`config.mk`:
```
export PLATFORM = sky130hd
export DESIGN_NAME = mdio_controller
export DESIGN_NICKNAME = d
export VERILOG_FILES = /design/src/rtl/mdio_pkg.sv /design/src/rtl/mdio_shifter.sv /design/src/rtl/mdio_controller.sv
export SDC_FILE = /design/constraint.sdc
export NUM_CORES = 1
export LEC_CHECK = 0
export CAP_MARGIN = 20
export CORE_MARGIN = 3
export CORE_UTILIZATION = 52
export DETAILED_ROUTE_END_ITERATION = 6
export PLACE_DENSITY = 0.87
export RECOVER_POWER = 100
export SLEW_MARGIN = 15
export SYNTH_ARGS = -nofsm -noshare
export SYNTH_HDL_FRONTEND = slang
export SYNTH_SLANG_ARGS = --single-unit
export TNS_END_PERCENT = 50
```
`constraint.sdc`:
```
create_clock -name MDC -period 2.01 [get_ports MDC]
set_input_delay 0.402 -clock MDC [delete_from_list [all_inputs] [get_ports MDC]]
set_output_delay 0.402 -clock MDC [all_outputs]
set_load 0.01 [all_outputs]
```
`src/rtl/mdio_pkg.sv`:
```
// Shared MDIO definitions: frame field positions, opcodes, widths and controller state encodings.
// Used by both the MAC-side controller and the PHY-side receiver.
package mdio_pkg;

    localparam int FRAME_W = 32;
    localparam int DATA_W  = 16;
    localparam int PRE_W   = 32;
    localparam int CNT_W   = 5;

    localparam logic [1:0] OP_WRITE = 2'b01;
    localparam logic [1:0] OP_READ  = 2'b10;
    localparam logic [1:0] ST_SOF   = 2'b01;

    localparam int ST_HI   = 31;
    localparam int ST_LO   = 30;
    localparam int OP_HI   = 29;
    localparam int OP_LO   = 28;
    localparam int PHY_HI  = 27;
    localparam int PHY_LO  = 23;
    localparam int REG_HI  = 22;
    localparam int REG_LO  = 18;
    localparam int TA_HI   = 17;
    localparam int TA_LO   = 16;
    localparam int DATA_HI = 15;
    localparam int DATA_LO = 0;

    typedef enum logic [1:0] {
        S_IDLE      = 2'd0,
        S_PREAMBLE  = 2'd1,
        S_SHIFT_OUT = 2'd2,
        S_READ_IN   = 2'd3
    } mdio_state_t;

    function automatic logic frame_valid(input logic [FRAME_W-1:0] f);
        return (f[ST_HI:ST_LO] == ST_SOF) &&
               ((f[OP_HI:OP_LO] == OP_WRITE) || (f[OP_HI:OP_LO] == OP_READ));
    endfunction

    function automatic logic frame_is_read(input logic [FRAME_W-1:0] f);
        return f[OP_HI:OP_LO] == OP_READ;
    endfunction

endpackage

```
`src/rtl/mdio_shifter.sv`:
```
// Datapath for the MDIO controller: loadable MSB-first PISO, MSB-first SIPO and the phase bit counter.
module mdio_shifter
    import mdio_pkg::*;
(
    input  logic               MDC,
    input  logic               reset,
    input  logic               load,
    input  logic [FRAME_W-1:0] load_data,
    input  logic               shift,
    input  logic               sample,
    input  logic               sdi,
    input  logic               cnt_clr,
    input  logic               cnt_inc,
    output logic               sdo,
    output logic [DATA_W-1:0]  sipo_next,
    output logic [CNT_W-1:0]   cnt
);

    logic [FRAME_W-1:0] piso;
    logic [DATA_W-2:0]  sipo;

    assign sdo       = piso[FRAME_W-1];
    // Includes the bit being sampled this edge, so the last sample can be captured directly.
    assign sipo_next = {sipo, sdi};

    always_ff @(posedge MDC or negedge reset) begin
        if (!reset) begin
            piso <= '0;
            sipo <= '0;
            cnt  <= '0;
        end else begin
            if (load)
                piso <= load_data;
            else if (shift)
                piso <= {piso[FRAME_W-2:0], 1'b0};

            if (sample)
                sipo <= sipo_next[DATA_W-2:0];

            if (cnt_clr)
                cnt <= '0;
            else if (cnt_inc)
                cnt <= cnt + CNT_W'(1);
        end
    end

endmodule

```
`src/rtl/mdio_controller.sv`:
```
// MAC-side MDIO transaction generator: serialises a 32-bit frame, captures 16 read bits.
// Optional preamble phase enabled by defining MDIO_PREAMBLE_EN.
//
// state       | meaning
// S_IDLE      | waiting for START; also clears BUSY after a dropped frame
// S_PREAMBLE  | driving PRE_W ones before the frame (MDIO_PREAMBLE_EN only)
// S_SHIFT_OUT | driving frame bits MSB first (32 for write, 16 for read)
// S_READ_IN   | line released, sampling 16 data bits from MDIO_IN
module mdio_controller
    import mdio_pkg::*;
(
    input  logic               MDC,
    input  logic               reset,
    input  logic               MDIO_START,
    input  logic [FRAME_W-1:0] T_DATA,
    input  logic               MDIO_IN,
    output logic               MDIO_OUT,
    output logic               MDIO_OE,
    output logic [DATA_W-1:0]  RD_DATA,
    output logic               DATA_RDY,
    output logic               BUSY
);

    localparam logic [CNT_W-1:0] LAST_WR_BIT = CNT_W'(FRAME_W - 1);
    localparam logic [CNT_W-1:0] LAST_RD_BIT = CNT_W'(FRAME_W - DATA_W - 1);
    localparam logic [CNT_W-1:0] LAST_SAMPLE = CNT_W'(DATA_W - 1);
`ifdef MDIO_PREAMBLE_EN
    localparam logic [CNT_W-1:0] LAST_PRE    = CNT_W'(PRE_W - 1);
`endif

    mdio_state_t        state, state_nxt;
    logic               is_read, is_read_nxt;
    logic               out_nxt, oe_nxt, busy_nxt, rdy_nxt;
    logic [DATA_W-1:0]  rd_nxt;

    logic               load, shift, sample, cnt_clr, cnt_inc, sdo;
    logic [FRAME_W-1:0] load_data;
    logic [DATA_W-1:0]  sipo_next;
    logic [CNT_W-1:0]   cnt;

    mdio_shifter u_shifter (
        .MDC       (MDC),
        .reset     (reset),
        .load      (load),
        .load_data (load_data),
        .shift     (shift),
        .sample    (sample),
        .sdi       (MDIO_IN),
        .cnt_clr   (cnt_clr),
        .cnt_inc   (cnt_inc),
        .sdo       (sdo),
        .sipo_next (sipo_next),
        .cnt       (cnt)
    );

    always_ff @(posedge MDC or negedge reset) begin
        if (!reset) begin
            state    <= S_IDLE;
            is_read  <= 1'b0;
            MDIO_OUT <= 1'b0;
            MDIO_OE  <= 1'b0;
            BUSY     <= 1'b0;
            DATA_RDY <= 1'b0;
            RD_DATA  <= '0;
        end else begin
            state    <= state_nxt;
            is_read  <= is_read_nxt;
            MDIO_OUT <= out_nxt;
            MDIO_OE  <= oe_nxt;
            BUSY     <= busy_nxt;
            DATA_RDY <= rdy_nxt;
            RD_DATA  <= rd_nxt;
        end
    end

    always_comb begin
        state_nxt   = state;
        is_read_nxt = is_read;
        out_nxt     = MDIO_OUT;
        oe_nxt      = MDIO_OE;
        busy_nxt    = BUSY;
        rdy_nxt     = 1'b0;
        rd_nxt      = RD_DATA;
        load        = 1'b0;
        load_data   = '0;
        shift       = 1'b0;
        sample      = 1'b0;
        cnt_clr     = 1'b0;
        cnt_inc     = 1'b0;

        case (state)
            S_IDLE: begin
                // BUSY still high here means the previous START was a dropped frame.
                if (BUSY) begin
                    busy_nxt = 1'b0;
                end else if (MDIO_START) begin
                    busy_nxt = 1'b1;
                    if (frame_valid(T_DATA)) begin
                        is_read_nxt = frame_is_read(T_DATA);
                        load        = 1'b1;
                        cnt_clr     = 1'b1;
                        oe_nxt      = 1'b1;
`ifdef MDIO_PREAMBLE_EN
                        out_nxt     = 1'b1;
                        load_data   = T_DATA;
                        state_nxt   = S_PREAMBLE;
`else
                        out_nxt     = T_DATA[FRAME_W-1];
                        load_data   = {T_DATA[FRAME_W-2:0], 1'b0};
                        state_nxt   = S_SHIFT_OUT;
`endif
                    end
                end
            end
`ifdef MDIO_PREAMBLE_EN
            S_PREAMBLE: begin
                if (cnt == LAST_PRE) begin
                    out_nxt   = sdo;
                    shift     = 1'b1;
                    cnt_clr   = 1'b1;
                    state_nxt = S_SHIFT_OUT;
                end else begin
                    cnt_inc = 1'b1;
                end
            end
`endif
            S_SHIFT_OUT: begin
                if (cnt == (is_read ? LAST_RD_BIT : LAST_WR_BIT)) begin
                    oe_nxt  = 1'b0;
                    out_nxt = 1'b0;
                    cnt_clr = 1'b1;
                    if (is_read) begin
                        state_nxt = S_READ_IN;
                    end else begin
                        busy_nxt  = 1'b0;
                        state_nxt = S_IDLE;
                    end
                end else begin
                    out_nxt = sdo;
                    shift   = 1'b1;
                    cnt_inc = 1'b1;
                end
            end
            S_READ_IN: begin
                sample  = 1'b1;
                cnt_inc = 1'b1;
                if (cnt == LAST_SAMPLE) begin
                    rd_nxt    = sipo_next;
                    rdy_nxt   = 1'b1;
                    busy_nxt  = 1'b0;
                    state_nxt = S_IDLE;
                end
            end
            default: begin
                state_nxt = S_IDLE;
            end
        endcase
    end

endmodule
```
* Yosys cells after proc, flatten, opt, wreduce, memory -nomap -nowiden
Cells that the tools add are included.
Storage, ports and cells: logic and storage cells 82, flip-flop bits (word level) 75, input bits 36
Operators by class: eq/ne operators 13, muxes and demuxes 44, reductions and logical operators 13, bitwise gates (word level) 1, add/subtract/negate cells 1
Operators with widths (number):
- $mux 32 | 6
- $mux 1 | 23
- $mux 5 | 3
- $mux 2 | 6
- $ne 2x2->1 const B | 6
- $reduce_and 4->1 | 3
- $reduce_and 5->1 | 2
- $pmux 1 s2 | 4
- $eq 2x2->1 const B | 3
- $pmux 2 s3 | 1
- $reduce_bool 2->1 | 3
- $add 5x1->5 const B | 1
- $eq 5x4->1 const B | 1
- $eq 5x5->1 | 1
- $eq 2x1->1 const B | 2
- $pmux 1 s3 | 1
- $reduce_bool 3->1 | 1
- $logic_not 2->1 | 1
- $reduce_and 2->1 | 1
- $logic_and 1x1->1 | 1
- $logic_or 1x1->1 | 1
- $not 1->1 | 1

* Logic depth before layout (Yosys ltp)
Gate-level depths: netlist of the first run.
depth in word-level cells 8, depth in mapped cells 8, mapped depth without buffers 6

* Modules after synthesis
From an unflattened synthesis of the first run, not the netlist that was laid out.
Second synthesis, totals: cell total of the unflattened synthesis 312, area total of the unflattened synthesis 3737.3 sq um
By module, submodules not included:
- mdio_shifter | times used 1, sequential area each 1301.2 sq um, cells an instance 194, area each 2388.5 sq um
- mdio_controller | times used 1, sequential area each 575.6 sq um, cells an instance 118, area each 1348.8 sq um

* Least setup slack after synthesis of the first run
Ideal clock, no wire load.
kind flip-flop to flip-flop, start point reg u_shifter.cnt[0], end point reg RD_DATA[11], slack 0.162 ns, data arrival time 1.723 ns, period minus slack after synthesis 1.848 ns, cell stages (with the launch flop) 7, setup time 0.125 ns, cells stage by stage dfrtp_1 ha_1 and3_1 ha_1 nand3_2 buf_2 mux2_2
On the way: longest elaborated chain between the ends 2
Ends and longest elaborated chain:
- from (decl) | RTL line mdio_shifter.sv:16 | output logic [CNT_W-1:0] cnt
- from (signal assigned) | RTL line mdio_shifter.sv:43 | cnt <= cnt + CNT_W'(1);
- $eq 5x4->1 | RTL line mdio_controller.sv:147 | if (cnt == LAST_SAMPLE) begin
- $reduce_and 2->1 (no source line)
- to (signal assigned) | RTL line mdio_controller.sv:72 | RD_DATA <= rd_nxt;
- to (decl) | RTL line mdio_controller.sv:19 | output logic [DATA_W-1:0] RD_DATA,
Every way passes these cells. A chain may end at the register's enable or synchronous reset.

* Worst setup path in the final report of the first run
start point in T_DATA[28], end point reg u_shifter.piso[13]
On the way: longest elaborated chain between the ends 8, elaborated cells between the ends (all ways) 14, those cells by class 2 x eq/ne; 9 x mux; 3 x reduce/logical
Ends and longest elaborated chain:
- from (decl) | RTL line mdio_controller.sv:15 | input logic [FRAME_W-1:0] T_DATA,
- $eq 2x1->1 or $eq 2x2->1 (tied branches) | RTL line mdio_pkg.sv:36 | ((f[OP_HI:OP_LO] == OP_WRITE) || (f[OP_HI:OP_LO] == OP_READ));
- $logic_or 1x1->1 (*) | RTL line mdio_pkg.sv:36
- $logic_and 1x1->1 (*) | RTL line mdio_pkg.sv:35 | return (f[ST_HI:ST_LO] == ST_SOF) &&
- $mux 32 or $mux 1 (tied branches) | RTL line mdio_controller.sv:98 | if (frame_valid(T_DATA)) begin
- $mux 32 or $mux 1 (tied branches) | RTL line mdio_controller.sv:96 | end else if (MDIO_START) begin
- $mux 32 or $mux 1 (tied branches) | RTL line mdio_controller.sv:94 | if (BUSY) begin
- $mux 32 or $mux 1 (tied branches) | RTL line mdio_controller.sv:91 | case (state)
- $mux 32 or $reduce_bool 2->1 (tied branches)
- to (signal assigned) | RTL line mdio_shifter.sv:33 | piso <= load_data;
- to (signal assigned) | RTL line mdio_shifter.sv:35 | piso <= {piso[FRAME_W-2:0], 1'b0};
- to (decl) | RTL line mdio_shifter.sv:19 | logic [FRAME_W-1:0] piso;
Every way passes the cells marked *; elsewhere a longest branch is shown, timed or not.

==> results.md, run 1 <==
- Synth Flop Type: dfrtp_1
- RR Endpoint: RD_DATA[10]
- Routed Antenna Nets: 0
- Core ar.: 5680 µm²
- Clock Skews: 0.00946 ns
- Post-CTS Setup Inserts: 0
- Register area share after synthesis: 0.587
- Synth Area in XOR/XNOR: 0.0107
- First-pass GRT wire length: 11.1 mm
- Initial DRC count: 123
- Sw Ratio: 0.289
- Synth Register Bits: 74
- MaxCap Viol Count: 0
- Fmax: 0.520 GHz
- Largest family of logic cells by synthesized area: compound AO/OA/AOI/OAI gates
- Post-synth top cells: dfrtp_1 (74), a22o_1 (29), a21o_1 (27)
- Vias in the first global route: between 2000 and 2500
- Reg power frac: 0.533
- Std cell rows: 27
- Vias: around 2200
- Most common cell in the netlist: dfrtp_1
- R2R Setup Slk: 0.14 ns
- Final WL: 6.44 mm
- Pint: between 2000 and 3000 µW
- Cell taking the most area after synthesis: dfrtp_1
- Initial antenna violation count: 0
- Later-pin clock latency in the skew report: 0.34 ns
- Clock power share: 0.256
- Final worst-path cycle share: 0.956
- Total gr overflow: 0
- Least-Margin Pin Slew: 0.649 ns
- Status: completed
- IO Pins: 56
- Final hold vios: 0
- Clk buf depth: 2
- Yosys Warn Count: 0
- Nets@finish: 341
- Min-Delay Endpoint: u_shifter.piso[18]
- Comb pwr share: 0.211
- Critical Path RT: 2.25 ns
- CP endpoint kind: register
- Endpoints failing setup: 0
- DRC violations left: 0
- R2R cell count: 5
- Port bufs: 55
- Post-Synthesis Cells: 235
- Hold Slack: 0.481 ns
- Die Y: 83.9 µm
- Post-place setup slack: -0.246 ns
- Synth Net Count: around 270
- Reg clk slew, reported paths: around 0.080 ns
- Vias per cell: about 5.7
- Cell Pwr Density: 934 nW/µm²
- Rel. slew slack: 0.566
- Synth Area in Compound Gates: 0.185
- Global router's overall resource usage: 0.198
- Simple-Gate Fraction of Synth Area: 0.0559
- Util after Layout: 0.696
- Reg2reg start: u_shifter.cnt[0]
- H-tree Lvls: 3
- Area share of the largest cell type after synthesis: 0.587
- Worst VDD drop: 0.000567 V
- Layout cells sized above 1: 0.186
- Switching pwr: 1070 µW
- Worst Slack Setup Final: a little under 0.09 ns
- WL/cell: 17.0 µm
- Root Buffer: clkbuf_8
- Hold Path Stages: 1
- Die area: roughly 7000 µm²
- Synth Area in Adders: 0.0119
- TritonCTS clock tree: built
- Number of buffers created by CTS: 9
- Hold WC Path Type: reg2reg
- Die Wd: 83.9 µm
- Largest net degree at the start of global routing: 48
- Placer Congestion: roughly 0.80
- Clock sink count: 74
- Final Max Tran Viols: 0
- Mux cell area share after synthesis: 0.111
- Synth async-reset ratio: 1.00
- Final instance area: 3950 µm²
- Synth cell types: 37
- Dpl cell area: 3810 µm²
- Hold_sp: u_shifter.piso[18]
- Synth top area cells: dfrtp_1 (59%), mux2_2 (8.6%), a22o_1 (8.0%), a21o_1 (6.4%), mux2_1 (2.5%)
- RSZ-0062 raised after global routing: false
- Leak pwr: 0.00196 µW
- Dpl hpwl: 4.41 mm
- Diode count: 0
- Worst Path Max Fanout: 8
- Synthesized cell area: 3160 µm²
- Tmin final: 1.92 ns
- Area Growth Syn to Fin: 25.2%
- Initial core utilization: 0.556
- Drt pass-1 iters: 4
- EDFF count, synth: 0
- Avg Cell Area, Syn: 13.4 µm²
- CP arrival: between 2 and 2.5 ns
- Critical Path Source Type: input port
- Kind of critical path: in2reg
[placed cells by master, fill, tap and decap left out, types with 2 or more instances in the layout]
cell type        count
a22o_1              29
o21ai_0              9
clkbuf_8             9
nand2b_1             3
dlygate4sd3_1       21
a21oi_1              2
nand3_1              3
nor2_1               2
nand2_1             12
inv_1                6
xor2_1               2
clkbuf_1             4
clkbuf_2             2
clkinv_2             2
mux2_1               7
ha_1                 2
dfrtp_1             74
mux2_2              24
buf_4                8
a21o_1              27
clkdlybuf4s50_1     34
[layer usage]
| layer | vias to the layer above | part of all wire | GRT usage |
|---|---|---|---|
| met5 | - | 0 | 0 |
| met4 | 0 | 0.013 | 0.0746 |
| met3 | 7 | 0.041 | 0.0415 |
| met2 | 56 | 0.50 | 0.323 |
| met1 | 1100 | 0.44 | 0.261 |
| li1 | 992 | - | - |
[flip-flops by register name, indices dropped and copies added, names as in the netlist]
| register | cells |
|---|---|
| u_shifter.cnt | 5 |
| MDIO_OUT | 1 |
| u_shifter.piso | 31 |
| is_read | 1 |
| BUSY | 1 |
| DATA_RDY | 1 |
| RD_DATA | 16 |
| MDIO_OE | 1 |
| state | 2 |
| u_shifter.sipo | 15 |
[timing repair]
| action | 4_1_cts | 5_1_grt |
|---|---|---|
| gates resized for setup | 1 | 1 |
| pin swaps | 0 | 0 |
| endpoints found under the setup margin | 16 | 7 |
| hold endpoints to repair | 27 | 0 |
| hold buffers | 1 | 0 |
| cloned | 0 | 1 |
[worst max path at each step]
stage | startpoint | endpoint | slack (ns) | depth (start not counted)
after CTS | u_shifter.cnt[0] | RD_DATA[4] | 0.08 | 5
after global placement | T_DATA[28] | u_shifter.piso[21] | -0.22 | 8
after floorplan | u_shifter.cnt[0] | RD_DATA[11] | 0.16 | 6
after global routing | T_DATA[28] | u_shifter.cnt[2] | 0.01 | 8
final | T_DATA[28] | u_shifter.piso[13] | 0.09 | 8
after detailed placement | T_DATA[28] | u_shifter.piso[20] | -0.25 | 8
[power groups by stage]
stage	Sequential (µW)	Clock [µW]	Combinational [µW]
floorplan	1940	0	540
global placement	1970	0	787
detailed placement	1990	0	822
CTS	1960	969	828
global route	2010	1030	867
finish	1970	946	778
[through the flow]
stage | power (µW) | setup TNS, ns | instances
after floorplan | 2480 | 0 | 235
after global placement | 2760 | -6.94 | 361
after detailed placement | 2810 | -8.26 | 361
after CTS | 3760 | 0 | 377
after global routing | 3900 | 0 | 378
final | 3690 | 0 | 378
[kinds of logic (layout without fill, tap and decap cells)]
logic type | count (synthesis) | after routing
fa+ha+maj | 3 | 3
xor+xnor | 3 | 3
simple gates | 30 | 31
buf+inv | 19 | 89
mux | 31 | 31
flops | 74 | 74
compound gates | 75 | 75
[area by class of cell]
| class | instances | area, µm² |
|---|---|---|
| fill | 415 | 1720 |
| tap | 72 | 90.1 |
| clock inverter | 3 | 17.5 |
| sequential | 74 | 1850 |
| clock buffer | 12 | 135 |
| multi-input combinational | 143 | 1190 |
| timing repair buffer | 68 | 643 |
| inverter | 6 | 22.5 |
[worst max-delay path, stage by stage]
cell	delay, ns
clkdlybuf4s50_1	0.50
inv_1	0.05
ha_1	0.26
and4bb_2	0.24
and2_4	0.16
clkbuf_2	0.18
a22o_1	0.21
a21o_1	0.15
(Power assumes the default switching activity.)
==> run 2, diff against run 1 <==
--- a/config.mk
+++ b/config.mk
@@ -7,9 +7,9 @@
 export LEC_CHECK = 0
 export CAP_MARGIN = 20
 export CORE_MARGIN = 3
-export CORE_UTILIZATION = 52
+export CORE_UTILIZATION = 55
 export DETAILED_ROUTE_END_ITERATION = 6
-export PLACE_DENSITY = 0.87
+export PLACE_DENSITY_LB_ADDON = 0.15
 export RECOVER_POWER = 100
 export SLEW_MARGIN = 15
 export SYNTH_ARGS = -nofsm -noshare
==> constraint.sdc (replaced) <==
create_clock -name MDC -period 2.25 [get_ports MDC]
set_input_delay 0.45 -clock MDC [delete_from_list [all_inputs] [get_ports MDC]]
set_output_delay 0.45 -clock MDC [all_outputs]
set_load 0.01 [all_outputs]
==> results.md, run 2 (synthesis results as in run 1) <==
- Least-Margin Pin Slew: 1.76 ns (was 0.649 ns)
- Nets@finish: 339 (was 341)
- Number of buffers created by CTS: 9 (unchanged)
- Global router's overall resource usage: 0.198 (about the same)
- Most common cell after layout, fill and taps aside: dfrtp_1 (unchanged)
- Post-CTS Setup Inserts: 0 (unchanged)
- IO Pins: 56 (unchanged)
- Status: finished, violations left (was completed)
- Worst VDD drop: 0.000619 V (was 0.000567 V)
- RSZ-0062 raised after global routing: false (unchanged)
- Final hold vios: 0 (unchanged)
- Initial DRC count: 74 (was 123)
- Drt pass-1 iters: 4 (unchanged)
- Critical Path Source Type: input port (unchanged)
- CTS Hold Bufs: 0 (was 1)
- CP arrival: 2.26 ns (was 2.16 ns)
- Initial antenna violation count: 0 (unchanged)
- Std cell rows: 26 (was 27)
- Critical Path RT: 2.48 ns (was 2.25 ns)
- Cell Pwr Density: 848 nW/µm² (was 934 nW/µm²)
- Worst Path Max Fanout: 5 (was 8)
- Rel. slew slack: -0.172 (was 0.566)
- Max incr delay on CP: 0.54 ns (was 0.50 ns)
- Clk buf depth: 2 (unchanged)
- DRC violations left: 0 (unchanged)
- Hold Path Stages: 1 (unchanged)
- Slowest stage cell on the critical path: dlygate4sd3_1 (was clkdlybuf4s50_1)
- Diode count: 0 (unchanged)
- TritonCTS clock tree: built (unchanged)
- Total gr overflow: 0 (unchanged)
- Core ar.: 5340 µm² (was 5680 µm²)
- Fill cells: 399 (was 415)
- Dpl cell area: 3800 µm² (was 3810 µm²)
- Area Growth Syn to Fin: 25.3% (was 25.2%)
- Hold Slack: 0.479 ns (was 0.481 ns)
- CTS resizes: 0 (was 1)
- Final worst-path cycle share: 0.901
- Root Buffer: clkbuf_8 (unchanged)
- Final instance area: 3960 µm² (was 3950 µm²)
- R2R cell count: 6 (was 5)
- Final WL: 5.92 mm (was 6.44 mm)
- Most frequent cells in the layout: dfrtp_1 (74), clkdlybuf4s50_1 (33), a22o_1 (29) (was dfrtp_1 (74), clkdlybuf4s50_1 (34), a22o_1 (29))
- Die area: 6680 µm² (was 7040 µm²)
- Largest net degree at the start of global routing: 75 (was 48)
- First-pass GRT wire length: 9.92 mm (was 11.1 mm)
- Clock Skews: 0.00723 ns (was 0.00946 ns)
- MaxCap Viol Count: 1 (was 0)
- Layout cells sized above 1: 0.190 (was 0.186)
- Vias in the first global route: 2094 (was 2251)
- Biggest regs: u_shifter.piso: 31 flops, RD_DATA: 16 flops, u_shifter.sipo: 15 flops (unchanged)
- Fmax: between 0.4 and 0.5 GHz
- Most used cell along the critical path: clkbuf_1
- Leak pwr: 0.00196 µW (about the same)
- WL/cell: 15.8 µm (was 17.0 µm)
- Port bufs: 55 (unchanged)
- Final Max Tran Viols: 75 (was 0)
- H-tree Lvls: 3 (unchanged)
- Largest register FFs: 31 (unchanged)
- Reg clk slew, reported paths: 0.08 ns (about the same)
- Hold WC Path Type: reg2reg (unchanged)
- Placer Congestion: 0.712 (was 0.797)
- Vias per cell: 5.54 (was 5.70)
- Initial core utilization: 0.592 (was 0.556)
- Die Y: 81.8 µm (was 83.9 µm)
- Endpoints failing setup: 0 (unchanged)
- Tmin final: 2.03 ns
- Routed Antenna Nets: 0 (unchanged)
- Kind of critical path: in2reg (unchanged)
- CP Cell Sequence: dlygate4sd3_1 -> inv_1 -> ha_1 -> and4bb_2 -> clkbuf_1 -> a21oi_1 -> clkbuf_1 -> a22o_1 (was clkdlybuf4s50_1 -> inv_1 -> ha_1 -> and4bb_2 -> and2_4 -> clkbuf_2 -> a22o_1 -> a21o_1)
- Vias: 2079 (was 2155)
- Later-pin clock latency in the skew report: 0.34 ns (about the same)
- Dpl hpwl: 3.96 mm (was 4.41 mm)
- Pwr Total: 3360 µW (was 3690 µW)
- CP endpoint kind: register (unchanged)
- Die Wd: 81.8 µm (was 83.9 µm)
- Reg with most FFs: u_shifter.piso (unchanged)
- Failing checks: capacitance limit, slew limit
- Clock sink count: 74 (unchanged)
[run 2: changes by cell type in the layout (fill, tap and decap cells not counted), sizes merged]
cell           before  now
nand3               5    4
clkinv              2    4
clkinvlp            1    2
clkdlybuf4s50      34   33
clkbuf             16   14
[run 2: through the flow]
step                      instances   util  setup TNS, ns  setup WS (ns)
final                           375  0.741              0          0.223
after CTS                       375  0.746              0          0.329
after global placement          359  0.713        -0.0933        -0.0105
after global routing            375  0.741              0          0.138
after floorplan                 235      -              0          0.402
after detailed placement        359  0.713         -0.445        -0.0316
[run 2: where the power goes]
| group | total [µW] | internal, µW | switching, µW |
|---|---|---|---|
| clock network | 914 | 429 | 485 |
| registers | 1740 | 1570 | 170 |
| logic | 702 | 391 | 311 |
[run 2: layout make-up]
type	instances	area (µm²)	area share
flip-flops and latches	74	1850	0.468
clock buffers	10	138	0.0348
well taps	70	87.6	0.0221
multi-input cells	142	1180	0.298
inverters	6	22.5	0.00569
repair buffers	67	636	0.161
clock inverters	6	42.5	0.0108
[run 2: worst max-delay path: cells and delay by family]
kind                     cells  cell delay [ns]
adder cells (fa/ha/maj)      1             0.27
AO/OA/AOI/OAI                2             0.33
AND/OR/NAND/NOR              1             0.30
buffers and inverters        4             0.91
[run 2: path summary, 6_finish.rpt]
check                                   start            endpoint  slack (ns)
min                        u_shifter.piso[23]  u_shifter.piso[23]        0.48
max                                T_DATA[28]    u_shifter.cnt[2]        0.22
min reg2reg                u_shifter.piso[23]  u_shifter.piso[23]        0.48
max in group asynchronous               reset          RD_DATA[4]        0.55
min in group asynchronous               reset  u_shifter.piso[27]        0.67
max reg2reg                  u_shifter.cnt[0]          RD_DATA[1]        0.35
[run 2: metal layers]
metal | up-vias | wire, µm | track usage
li1 | 982 | - | -
met1 | 1036 | 2670 | 0.262
met2 | 54 | 2820 | 0.311
met3 | 7 | 371 | 0.0603
met4 | 0 | 65 | 0.0698
met5 | - | 0 | 0
